==> src/rtl/debug_unit.sv <==
// UART-side debug controller: decodes single-byte commands, loads instruction memory,
// runs or steps the pipeline and streams PC, registers and data memory back out.
module debug_unit #(
    parameter int NB_REG     = 32,
    parameter int NB_BYTE    = 8,
    parameter int IMEM_WORDS = 256,
    parameter int DMEM_WORDS = 32
) (
    input  logic               i_clk,
    input  logic               i_reset,
    input  logic [NB_BYTE-1:0] i_rx_data,
    input  logic               i_rx_valid,
    output logic [NB_BYTE-1:0] o_tx_data,
    output logic               o_tx_start,
    input  logic               i_tx_busy,
    input  logic               i_halt,
    input  logic [NB_REG-1:0]  i_pc,
    input  logic [NB_REG-1:0]  i_dunit_reg,
    input  logic [NB_REG-1:0]  i_dunit_mem_data,
    output logic               o_dunit_clk_en,
    output logic               o_dunit_reset_pc,
    output logic               o_dunit_w_mem,
    output logic [NB_REG-1:0]  o_dunit_addr,
    output logic [NB_REG-1:0]  o_dunit_data_if
);

    localparam int PTR_W      = $clog2(IMEM_WORDS);
    localparam int DUMP_WORDS = 33 + DMEM_WORDS;
    localparam int IDX_W      = $clog2(DUMP_WORDS);

    localparam logic [NB_BYTE-1:0] CMD_LOAD  = 8'h4C;
    localparam logic [NB_BYTE-1:0] CMD_RUN   = 8'h43;
    localparam logic [NB_BYTE-1:0] CMD_STEP  = 8'h53;
    localparam logic [NB_BYTE-1:0] CMD_RESET = 8'h52;
    localparam logic [NB_BYTE-1:0] ACK_BYTE  = 8'h4B;

    localparam logic [PTR_W-1:0] LAST_PTR = PTR_W'(IMEM_WORDS - 1);
    localparam logic [IDX_W-1:0] LAST_IDX = IDX_W'(DUMP_WORDS - 1);

    typedef enum logic [3:0] {
        IDLE,
        LOAD,
        LOAD_WR,
        ACK,
        RUN,
        STEP,
        DUMP_RD,
        DUMP_TX,
        DUMP_WAIT
    } state_t;

    state_t             state;
    logic [PTR_W-1:0]   ptr;
    logic [1:0]         byte_cnt;
    logic [NB_REG-1:0]  load_word;
    logic [IDX_W-1:0]   idx;
    logic [NB_REG-1:0]  dump_word;
    logic               wait_skip;

    // Dump slot 0 is the PC, 1..32 the register file, then data memory by byte address.
    function automatic logic [NB_REG-1:0] dump_addr(input logic [IDX_W-1:0] slot);
        if (slot == '0)
            return '0;
        else if (slot <= IDX_W'(32))
            return NB_REG'(slot - IDX_W'(1));
        else
            return NB_REG'(slot - IDX_W'(33)) << 2;
    endfunction

    always_ff @(posedge i_clk or negedge i_reset) begin
        if (!i_reset) begin
            state            <= IDLE;
            ptr              <= '0;
            byte_cnt         <= '0;
            load_word        <= '0;
            idx              <= '0;
            dump_word        <= '0;
            wait_skip        <= 1'b0;
            o_tx_data        <= '0;
            o_tx_start       <= 1'b0;
            o_dunit_clk_en   <= 1'b0;
            o_dunit_reset_pc <= 1'b0;
            o_dunit_w_mem    <= 1'b0;
            o_dunit_addr     <= '0;
            o_dunit_data_if  <= '0;
        end else begin
            o_tx_start    <= 1'b0;
            o_dunit_w_mem <= 1'b0;

            case (state)
                IDLE: begin
                    if (i_rx_valid) begin
                        case (i_rx_data)
                            CMD_LOAD: begin
                                o_dunit_reset_pc <= 1'b1;
                                byte_cnt         <= '0;
                                ptr              <= '0;
                                state            <= LOAD;
                            end
                            CMD_RUN: begin
                                o_dunit_clk_en <= 1'b1;
                                state          <= RUN;
                            end
                            CMD_STEP: begin
                                o_dunit_clk_en <= 1'b1;
                                state          <= STEP;
                            end
                            CMD_RESET: begin
                                o_dunit_reset_pc <= 1'b1;
                                state            <= ACK;
                            end
                            default: ;
                        endcase
                    end
                end

                LOAD: begin
                    if (i_rx_valid) begin
                        load_word <= {load_word[NB_REG-NB_BYTE-1:0], i_rx_data};
                        byte_cnt  <= byte_cnt + 2'd1;
                        if (byte_cnt == 2'd3) begin
                            o_dunit_w_mem   <= 1'b1;
                            o_dunit_addr    <= NB_REG'({ptr, 2'b00});
                            o_dunit_data_if <= {load_word[NB_REG-NB_BYTE-1:0], i_rx_data};
                            state           <= LOAD_WR;
                        end
                    end
                end

                // The load stops on a HALT word or when instruction memory is full.
                LOAD_WR: begin
                    ptr <= ptr + PTR_W'(1);
                    if (o_dunit_data_if == '1 || ptr == LAST_PTR) begin
                        o_dunit_reset_pc <= 1'b0;
                        state            <= ACK;
                    end else begin
                        state <= LOAD;
                    end
                end

                ACK: begin
                    o_dunit_reset_pc <= 1'b0;
                    if (!i_tx_busy) begin
                        o_tx_data  <= ACK_BYTE;
                        o_tx_start <= 1'b1;
                        ptr        <= '0;
                        state      <= IDLE;
                    end
                end

                RUN: begin
                    if (i_halt) begin
                        o_dunit_clk_en <= 1'b0;
                        idx            <= '0;
                        byte_cnt       <= '0;
                        o_dunit_addr   <= dump_addr('0);
                        state          <= DUMP_RD;
                    end
                end

                STEP: begin
                    o_dunit_clk_en <= 1'b0;
                    idx            <= '0;
                    byte_cnt       <= '0;
                    o_dunit_addr   <= dump_addr('0);
                    state          <= DUMP_RD;
                end

                DUMP_RD: begin
                    if (idx == '0)
                        dump_word <= i_pc;
                    else if (idx <= IDX_W'(32))
                        dump_word <= i_dunit_reg;
                    else
                        dump_word <= i_dunit_mem_data;
                    state <= DUMP_TX;
                end

                DUMP_TX: begin
                    if (!i_tx_busy) begin
                        o_tx_data  <= dump_word[NB_REG-1 -: NB_BYTE];
                        o_tx_start <= 1'b1;
                        dump_word  <= {dump_word[NB_REG-NB_BYTE-1:0], {NB_BYTE{1'b0}}};
                        wait_skip  <= 1'b0;
                        state      <= DUMP_WAIT;
                    end
                end

                // One idle cycle gives the transmitter time to raise busy.
                DUMP_WAIT: begin
                    if (!wait_skip) begin
                        wait_skip <= 1'b1;
                    end else if (!i_tx_busy) begin
                        wait_skip <= 1'b0;
                        if (byte_cnt == 2'd3) begin
                            byte_cnt <= '0;
                            if (idx == LAST_IDX) begin
                                idx   <= '0;
                                state <= IDLE;
                            end else begin
                                idx          <= idx + IDX_W'(1);
                                o_dunit_addr <= dump_addr(idx + IDX_W'(1));
                                state        <= DUMP_RD;
                            end
                        end else begin
                            byte_cnt <= byte_cnt + 2'd1;
                            state    <= DUMP_TX;
                        end
                    end
                end

                default: state <= IDLE;
            endcase
        end
    end

endmodule

==> config.mk <==
export PLATFORM = sky130hd
export DESIGN_NAME = debug_unit
export DESIGN_NICKNAME = d
export VERILOG_FILES = /design/src/rtl/debug_unit.sv
export SDC_FILE = /design/constraint.sdc
export NUM_CORES = 1
export LEC_CHECK = 0
export CORE_UTILIZATION = 45
export DETAILED_ROUTE_END_ITERATION = 7
export PLACE_DENSITY = 0.75
export SKIP_CTS_REPAIR_TIMING = 1
export SLEW_MARGIN = 20
export SYNTH_ARGS = -nofsm -noshare
export SYNTH_HDL_FRONTEND = slang
export SYNTH_SLANG_ARGS = --single-unit
export TNS_END_PERCENT = 1
==> constraint.sdc <==
create_clock -name i_clk -period 2.9 [get_ports i_clk]
set_clock_uncertainty 0.05 [all_clocks]
set_input_delay 0.58 -clock i_clk [delete_from_list [all_inputs] [get_ports i_clk]]
set_output_delay 0.58 -clock i_clk [all_outputs]
set_load 0.03 [all_outputs]
==> run metrics, run 1 <==
run status finished clean; Worst setup SP type flip-flop; CTS Buf Count 17; Final Setup Violations 0; post-synthesis net count 870; hold violation total from the final report 0; number of cell instances on the worst register-to-register path 9; CP max stage delay 0.78 ns; maximum vdd ir drop 628 uV; layout cells sized above 1 11.4%; Routed Wire Length 18.3 mm; synthesized area divided by synthesized cell count 9.32 sq um; die area 16200 sq um; sum of negative setup slack 0 ns; startpoint-to-endpoint class of the critical path reg -> out; worst slew margin relative to its limit 55.4%; root buffer selected by CTS sky130_fd_sc_hd__clkbuf_16; Final Slew Violations 0; Area Growth Syn to Fin 36.3%; Core Box Area 15300 sq um; highest clock rate 402 MHz; Clock Tree Buf Depth 2; cell family with most CP delay buffers and inverters; Layout Nets 1032; cell leakage power 4.08 nW; Congestion Overflow GR 0; critical path data required time 2.27 ns; busiest grt layer met2; number of unique standard cell types used by synthesis 71; Pwr Density 801 nW/um^2; critical path data arrival time 1.86 ns; ordered cell list for the critical path clkdlybuf4s50_1; library cell with the largest summed area after synthesis sky130_fd_sc_hd__dfrtp_1; number of DRC violations after detailed routing 0; global-route met2 utilization 36.8%; total routing resource utilization after global routing 23.6%; synth top area cells sky130_fd_sc_hd__dfrtp_1, sky130_fd_sc_hd__nand2_1, sky130_fd_sc_hd__a21oi_1; Final Wtd Congestion 0.858; Pre-Repair DR Iteration Count 5; count of flip-flops with a built-in enable after synthesis 0; portion of synthesized cell area occupied by the leading cell type 47.2%; fraction of the yosys area taken by sequential cells 47.2%; final worst path period share 85.9%; pin slew with the least headroom to its limit 0.669 ns; Die Y-Extent 127 microns; Yosys warning total 0; starting utilization of the core area 46.2%; highest-delay cell along the critical path sky130_fd_sc_hd__clkdlybuf4s50_1; number of antenna diodes 0; width of the chip 127 microns; via/cell ratio 5.41; fraction of registers with async set or reset after synthesis 100%; Worst-Skew Late Latency 0.41 ns; I/O pins 185; WHS 0.0763 ns; top fanout value on the critical path 23; htree depth 4; type of element capturing the critical path output pin; terminus of the critical flop-to-flop path dump_word[21]; row count 45; via count of the routed design 6182; first-pass GRT wire length 29.8 mm; commonest register cell after synthesis sky130_fd_sc_hd__dfrtp_1; # clock sinks 133; setup slack of the worst register-to-register path 0.45 ns; number of storage elements in the synthesis netlist 133; CTS tree done; worst min-delay path class in -> async; met1 track demand over resource in global routing 32.8%; unrepaired setup endpoints after global routing false; Worst-path clk slew 0.06 ns; synthesized instance count 757; launching point of the worst reg2reg path idx[0]; average wire per standard cell 16.1 microns; min cycle time layout 2.49 ns; first-iteration detailed-routing DRC count 489; via count of the first global-routing pass 5749; largest net degree at the start of global routing 82; cell area after technology mapping 7050 sq um; Detailed Place HPWL 13.2 mm; Max Cap Violations 0; sum of buffers and inverters on the critical path 1; Buffers on Ports 184; met3 GRT Util 5.32%; number of antenna violations at the first check in global routing 0; ANT nets after route 0
-- area by class of cell --
| class | count | area (sq um) |
|---|---|---|
| fillers | 1234 | 5650 |
| flip-flops and latches | 133 | 3330 |
| clock buffers | 20 | 457 |
| multi-input cells | 550 | 3310 |
| repair buffers | 208 | 2040 |
| well taps | 211 | 264 |
| clock inverters | 11 | 173 |
| inverters | 9 | 33.8 |
-- metal layers --
metal / vias to the layer above / part of all wire, % / wire length (microns)
li1: 2986 / - / -
met1: 3015 / 45 / 8350
met2: 160 / 49 / 8970
met3: 21 / 4.2 / 764
met4: 0 / 1.5 / 268
met5: - / 0 / 0
-- state kept, by name (all words and copies together), names as in the netlist --
signal,cells
o_tx_data,8
o_dunit_addr,11
byte_cnt,2
ptr,8
o_dunit_clk_en,1
load_word,24
o_dunit_data_if,32
wait_skip,1
o_tx_start,1
o_dunit_w_mem,1
idx,7
dump_word,32
o_dunit_reset_pc,1
state,4
-- cell usage after synthesis (4+ instances only) --
cell type and number:
sky130_fd_sc_hd__nand2_1 145, sky130_fd_sc_hd__o22a_1 4, sky130_fd_sc_hd__a22o_1 5, sky130_fd_sc_hd__nor3_1 4
sky130_fd_sc_hd__nand3_1 18, sky130_fd_sc_hd__buf_6 4, sky130_fd_sc_hd__and3_1 8, sky130_fd_sc_hd__buf_4 23
sky130_fd_sc_hd__dfrtp_1 133, sky130_fd_sc_hd__o22ai_1 9, sky130_fd_sc_hd__mux2i_1 25, sky130_fd_sc_hd__clkbuf_1 22
sky130_fd_sc_hd__ha_1 4, sky130_fd_sc_hd__nor2b_1 4, sky130_fd_sc_hd__nor2_1 49, sky130_fd_sc_hd__buf_2 16
sky130_fd_sc_hd__xnor2_1 4, sky130_fd_sc_hd__inv_1 8, sky130_fd_sc_hd__nand4_1 13, sky130_fd_sc_hd__o31ai_1 7
sky130_fd_sc_hd__o21ai_0 63, sky130_fd_sc_hd__mux2_2 29, sky130_fd_sc_hd__a21oi_1 88
-- cells by family (layout without fill, tap and decap cells) --
logic type,Yosys count,after routing,synth area share (%)
AOI/OAI and AO/OA,211,211,18.0
DFF,133,133,47.2
muxes,57,57,8.66
buffers and inverters,74,248,5.87
xor gates and xnor gates,8,8,1.21
and+or+nand+nor,270,270,18.4
adders and majority gates,4,4,0.709
-- worst max path at each step --
stage,startpoint,end,slack (ns),cells past startpoint
finish,o_dunit_addr[30],o_dunit_addr[13],0.41,1
global route,idx[0],dump_word[19],0.25,9
CTS,o_dunit_addr[30],o_dunit_addr[13],0.36,1
detailed placement,i_rx_data[6],state[2],0.14,6
global placement,i_rx_data[6],state[2],0.23,6
floorplan,idx[0],dump_word[30],0.57,11
-- metrics by stage --
step / setup WS, ns / instances / power [W] / instance area, sq um / util, %
after floorplan: 0.567 / 757 / 0.00449 / 7050 / -
after detailed placement: 0.144 / 1111 / 0.00543 / 8980 / 58.9
after global placement: 0.231 / 1111 / 0.00536 / 8980 / 58.9
after CTS: 0.360 / 1142 / 0.00774 / 9610 / 63.0
final: 0.410 / 1142 / 0.00770 / 9610 / 63.0
after global routing: 0.247 / 1142 / 0.00814 / 9610 / 63.0
-- power by group --
group | internal (W) | leakage, nW | total, W | switching, W
logic | 0.00114 | 2.07 | 0.00243 | 0.00128
registers | 0.00247 | 1.70 | 0.00300 | 0.000531
clock network | 0.00148 | 0.307 | 0.00227 | 0.000782
total | 0.00510 | 4.08 | 0.00770 | 0.00260
-- placed cells by master, fill, tap and decap left out, types with 4 or more instances in the layout --
cell	instances
sky130_fd_sc_hd__xnor2_1	4
sky130_fd_sc_hd__a22o_1	5
sky130_fd_sc_hd__o31ai_1	7
sky130_fd_sc_hd__a21oi_1	88
sky130_fd_sc_hd__clkdlybuf4s50_1	183
sky130_fd_sc_hd__nor3_1	4
sky130_fd_sc_hd__mux2i_1	25
sky130_fd_sc_hd__dfrtp_1	133
sky130_fd_sc_hd__buf_4	23
sky130_fd_sc_hd__mux2_2	29
sky130_fd_sc_hd__o22ai_1	9
sky130_fd_sc_hd__o21ai_0	63
sky130_fd_sc_hd__nand4_1	13
sky130_fd_sc_hd__and3_1	8
sky130_fd_sc_hd__ha_1	4
sky130_fd_sc_hd__clkbuf_16	17
sky130_fd_sc_hd__nand2_1	145
sky130_fd_sc_hd__nand3_1	18
sky130_fd_sc_hd__o22a_1	4
sky130_fd_sc_hd__bufinv_16	4
sky130_fd_sc_hd__nor2_1	49
sky130_fd_sc_hd__inv_1	8
sky130_fd_sc_hd__nor2b_1	4
No activity file was read; power rests on OpenSTA's default activity.
==> run 2: changes to the inputs <==
--- a/config.mk
+++ b/config.mk
@@ -7,6 +7,7 @@
 export LEC_CHECK = 0
 export CORE_UTILIZATION = 45
 export DETAILED_ROUTE_END_ITERATION = 7
+export GPL_TIMING_DRIVEN = 0
 export PLACE_DENSITY = 0.75
 export SKIP_CTS_REPAIR_TIMING = 1
 export SLEW_MARGIN = 20
==> run metrics, run 2 (same netlist as run 1, synthesis figures left out) <==
failing checks hold timing; launching point of the worst reg2reg path idx[0]; Worst-Skew Late Latency 0.42 ns; row count 45; top fanout value on the critical path 10; total power 0.00774 W; # clock sinks 133; cell leakage power 4.22 nW; number of antenna diodes 0; total routing resource utilization after global routing 24.1%; setup slack of the worst register-to-register path 0.15 ns; run status finished with violations; first-pass GRT wire length 30.4 mm; number of cell instances on the worst register-to-register path 11; Worst-path clk slew 0.06 ns; highest clock rate 363 MHz; width of the chip 127 microns; ANT nets after route 0; first-iteration detailed-routing DRC count 545; worst min-delay path class in -> async; pin slew with the least headroom to its limit 0.944 ns; Buffers on Ports 184; min cycle time layout 2.75 ns; final worst path period share 94.9%; starting utilization of the core area 46.2%; Detailed Place HPWL 14.1 mm; Worst setup SP type flip-flop; Pwr Density 787 nW/um^2; Final Slew Violations 0; final standard cell utilization of the core 64.5%; Die Y-Extent 127 microns; critical path data required time 3.14 ns; maximum vdd ir drop 557 uV; launch point of the worst path idx[0]; CTS tree done; Pre-Repair DR Iteration Count 5; capture point of the worst path dump_word[16]; Core Box Area 15300 sq um; layout cells sized above 1 13.2%; Area Growth Syn to Fin 39.4%; Final Setup Violations 0; summed area of non-filler cells in the final layout 9830 sq um; Congestion Overflow GR 0; CTS Buf Count 17; most frequent standard cell in the layout excluding fill and tap cells sky130_fd_sc_hd__clkdlybuf4s50_1; sum of negative setup slack 0 ns; worst slew margin relative to its limit 36.9%; Post-DP Area 9190 sq um; terminus of the critical flop-to-flop path dump_word[16]; largest net degree at the start of global routing 91; Clock Tree Buf Depth 2; type of element capturing the critical path flip-flop; critical path data arrival time 3.00 ns; Max Cap Violations 0; via count of the routed design 6227; hold violation total from the final report 10; average wire per standard cell 16.1 microns; Final Wtd Congestion 0.881; WHS -0.0121 ns; I/O pins 185; via count of the first global-routing pass 5904; via/cell ratio 5.26; highest-count cells in the layout ignoring fill and taps sky130_fd_sc_hd__clkdlybuf4s50_1, sky130_fd_sc_hd__nand2_1, sky130_fd_sc_hd__dfrtp_1; startpoint-to-endpoint class of the critical path reg -> reg; root buffer selected by CTS sky130_fd_sc_hd__clkbuf_16; htree depth 4; die area 16200 sq um; number of DRC violations after detailed routing 0; registers with the most flip-flops dump_word (32), o_dunit_data_if (32), load_word (24); Routed Wire Length 19.1 mm; number of antenna violations at the first check in global routing 0; Layout Nets 1074
-- run 2: worst min path at each step --
stage                     cells past startpoint          start  slack (ns)                   to
after floorplan                               0        i_reset        0.23          byte_cnt[0]
after global placement                        2  load_word[17]        0.40  o_dunit_data_if[25]
after detailed placement                      2  load_word[18]        0.40  o_dunit_data_if[26]
after CTS                                     1        i_reset      0.0006  o_dunit_data_if[11]
after global routing                          1        i_reset       0.005  o_dunit_data_if[11]
final                                         1        i_reset       -0.01  o_dunit_data_if[11]
-- run 2: report_power, final --
group	internal, W	total [W]	switching, W
Clock	0.00146	0.00226	0.000794
Sequential	0.00247	0.00293	0.000456
Combinational	0.00117	0.00256	0.00139
-- run 2: routing by layer --
metal / vias to the layer above / share of wire (%) / track usage, %
li1: 3064 / - / -
met1: 2982 / 46 / 33.5
met2: 161 / 48 / 38.1
met3: 20 / 4.4 / 4.86
met4: 0 / 1.3 / 7.07
met5: - / 0 / 0
-- run 2: layout make-up --
cell class,instances,area [sq um]
Timing Repair Buffer,185,1870
Buffer,65,380
Inverter,9,33.8
Sequential cell,133,3330
Fill cell,1271,5420
Clock buffer,20,447
Clock inverter,11,175
Multi-Input combinational cell,550,3330
Tap cell,211,264
-- run 2: metrics by stage --
stage                     hold WS (ns)  setup slack (ns)  instances
after floorplan                  0.234             0.567        757
after global placement           0.399             -4.00       1152
after global routing           0.00544          -0.00226       1184
after CTS                     0.000591             0.110       1184
after detailed placement         0.405            0.0561       1153
final                          -0.0121             0.148       1184
-- run 2: critical path: stages, from the launching register on --
cell and delay (ns):
sky130_fd_sc_hd__dfrtp_1 0.40, sky130_fd_sc_hd__buf_2 0.19, sky130_fd_sc_hd__inv_1 0.14, sky130_fd_sc_hd__ha_4 0.19, sky130_fd_sc_hd__or4b_1 0.50, sky130_fd_sc_hd__a21o_1 0.20
sky130_fd_sc_hd__buf_2 0.15, sky130_fd_sc_hd__buf_6 0.16, sky130_fd_sc_hd__mux2i_1 0.18, sky130_fd_sc_hd__a21oi_1 0.09, sky130_fd_sc_hd__a21oi_1 0.24, sky130_fd_sc_hd__a21oi_1 0.12
==> run 3: changes to the inputs <==
--- a/config.mk
+++ b/config.mk
@@ -5,6 +5,7 @@
 export SDC_FILE = /design/constraint.sdc
 export NUM_CORES = 1
 export LEC_CHECK = 0
+export CORE_MARGIN = 1.5
 export CORE_UTILIZATION = 45
 export DETAILED_ROUTE_END_ITERATION = 7
 export GPL_TIMING_DRIVEN = 0
==> run metrics, run 3 (same netlist as run 1, synthesis figures left out) <==
failing checks hold timing; sum of negative setup slack 0 ns; busiest grt layer met2; Final Wtd Congestion 0.880; cell family with most CP delay buffers and inverters; # clock sinks 133; CP max stage delay 0.48 ns; number of cell instances on the worst register-to-register path 11; pin slew with the least headroom to its limit 0.839 ns; setup slack of the worst register-to-register path 0.22 ns; ANT nets after route 0; final worst slack 0.219 ns; launching point of the worst reg2reg path idx[0]; number of antenna diodes 0; run status finished with violations; CTS Buf Count 17; maximum vdd ir drop 558 uV; unrepaired setup endpoints after global routing true; startpoint-to-endpoint class of the critical path reg -> reg; cell with the most instances on the worst path sky130_fd_sc_hd__a21oi_1; via count of the routed design 6341; Routed Wire Length 19.4 mm; via count of the first global-routing pass 6038; row count 45; CTS tree done; critical path data arrival time 2.91 ns; Worst setup SP type flip-flop; worst min-delay path class in -> async; total routing resource utilization after global routing 23.7%; root buffer selected by CTS sky130_fd_sc_hd__clkbuf_16; via/cell ratio 5.35; width of the chip 128 microns; critical path data required time 3.13 ns; terminus of the critical flop-to-flop path dump_word[11]; average wire per standard cell 16.4 microns; htree depth 4; hold violation total from the final report 9; type of element capturing the critical path flip-flop; top fanout value on the critical path 10; first-pass GRT wire length 30.6 mm; Area Growth Syn to Fin 39.0%; Worst-Skew Late Latency 0.42 ns; global-route met2 utilization 37.7%; number of DRC violations after detailed routing 0; highest-count cells in the layout ignoring fill and taps sky130_fd_sc_hd__clkdlybuf4s50_1, sky130_fd_sc_hd__nand2_1, sky130_fd_sc_hd__dfrtp_1; Clock Tree Buf Depth 2; Die Y-Extent 128 microns; Final Slew Violations 0; starting utilization of the core area 46.2%; highest-delay cell along the critical path sky130_fd_sc_hd__or4b_1; first-iteration detailed-routing DRC count 523; registers with the most flip-flops dump_word (32), o_dunit_data_if (32), load_word (24); Layout Nets 1074; Core Box Area 15300 sq um; min cycle time layout 2.68 ns; sum of buffers and inverters on the critical path 4; Detailed Place HPWL 14.5 mm; Buffers on Ports 184; worst-case setup slack after placement 0.0475 ns; I/O pins 185; worst slew margin relative to its limit 43.6%; met1 track demand over resource in global routing 33.1%; cell leakage power 4.20 nW; die area 16400 sq um; met3 GRT Util 4.42%; WHS -0.0102 ns; layout cells sized above 1 13.3%; largest net degree at the start of global routing 91; number of antenna violations at the first check in global routing 0; ordered cell list for the critical path buf_2 -> inv_1 -> ha_2 -> or4b_1 -> a21o_1 -> buf_2 -> buf_6 -> mux2i_1 -> a21oi_1 -> a21oi_1 -> a21oi_1; Final Setup Violations 0; Pre-Repair DR Iteration Count 5; Worst-path clk slew 0.06 ns; Pwr Density 781 nW/um^2; Max Cap Violations 0; highest clock rate 373 MHz; most frequent standard cell in the layout excluding fill and tap cells sky130_fd_sc_hd__clkdlybuf4s50_1; Congestion Overflow GR 0; final worst path period share 92.4%
[run 3: cell types whose count changed in the layout (fill, tap and decap cells not counted)]
cell                         change
sky130_fd_sc_hd__bufinv_16       -2
sky130_fd_sc_hd__clkinvlp_4      +2
sky130_fd_sc_hd__clkbuf_1        -1
sky130_fd_sc_hd__clkbuf_8        +1
sky130_fd_sc_hd__clkinv_2        -1
sky130_fd_sc_hd__ha_2            +1
sky130_fd_sc_hd__ha_4            -1
sky130_fd_sc_hd__inv_6           +1
sky130_fd_sc_hd__inv_8           +1
[run 3: worst max-delay path by stage]
stage | start | to | cells after the start | slack (ns)
after CTS | idx[0] | dump_word[16] | 11 | 0.11
after global placement | i_reset | idx[4] | 1 | -3.99
final | idx[0] | dump_word[11] | 11 | 0.22
after floorplan | idx[0] | dump_word[30] | 11 | 0.57
after detailed placement | i_rx_data[6] | ptr[4] | 7 | 0.05
after global routing | idx[0] | dump_word[0] | 9 | -0.009
[run 3: power breakdown]
part	switching [W]	internal [W]	total, W
Clock	0.000839	0.00133	0.00217
Combinational	0.00140	0.00117	0.00257
Sequential	0.000452	0.00247	0.00292
[run 3: through the flow]
stage / power [W] / util [%] / instances / area (sq um)
after floorplan: 0.00449 / - / 757 / 7050
after global placement: 0.00540 / 60.0 / 1152 / 9160
after CTS: 0.00768 / 64.2 / 1185 / 9790
final: 0.00766 / 64.3 / 1185 / 9800
after detailed placement: 0.00548 / 60.2 / 1153 / 9190
after global routing: 0.00809 / 64.3 / 1185 / 9800
[run 3: final cells by class]
cell class / count / area, sq um
buffer: 65 / 380
inverter: 9 / 33.8
multi-input combinational: 550 / 3320
sequential: 133 / 3330
timing repair buffer: 185 / 1870
fill: 1256 / 5450
clock buffer: 20 / 457
clock inverter: 12 / 145
tap: 211 / 264
[run 3: routing by layer]
layer	wire (microns)	share of wire [%]	vias to the layer above
met3	962	4.9	24
met1	8830	45	3066
met5	0	0	-
met2	9430	48	189
met4	235	1.2	0
li1	-	-	3062
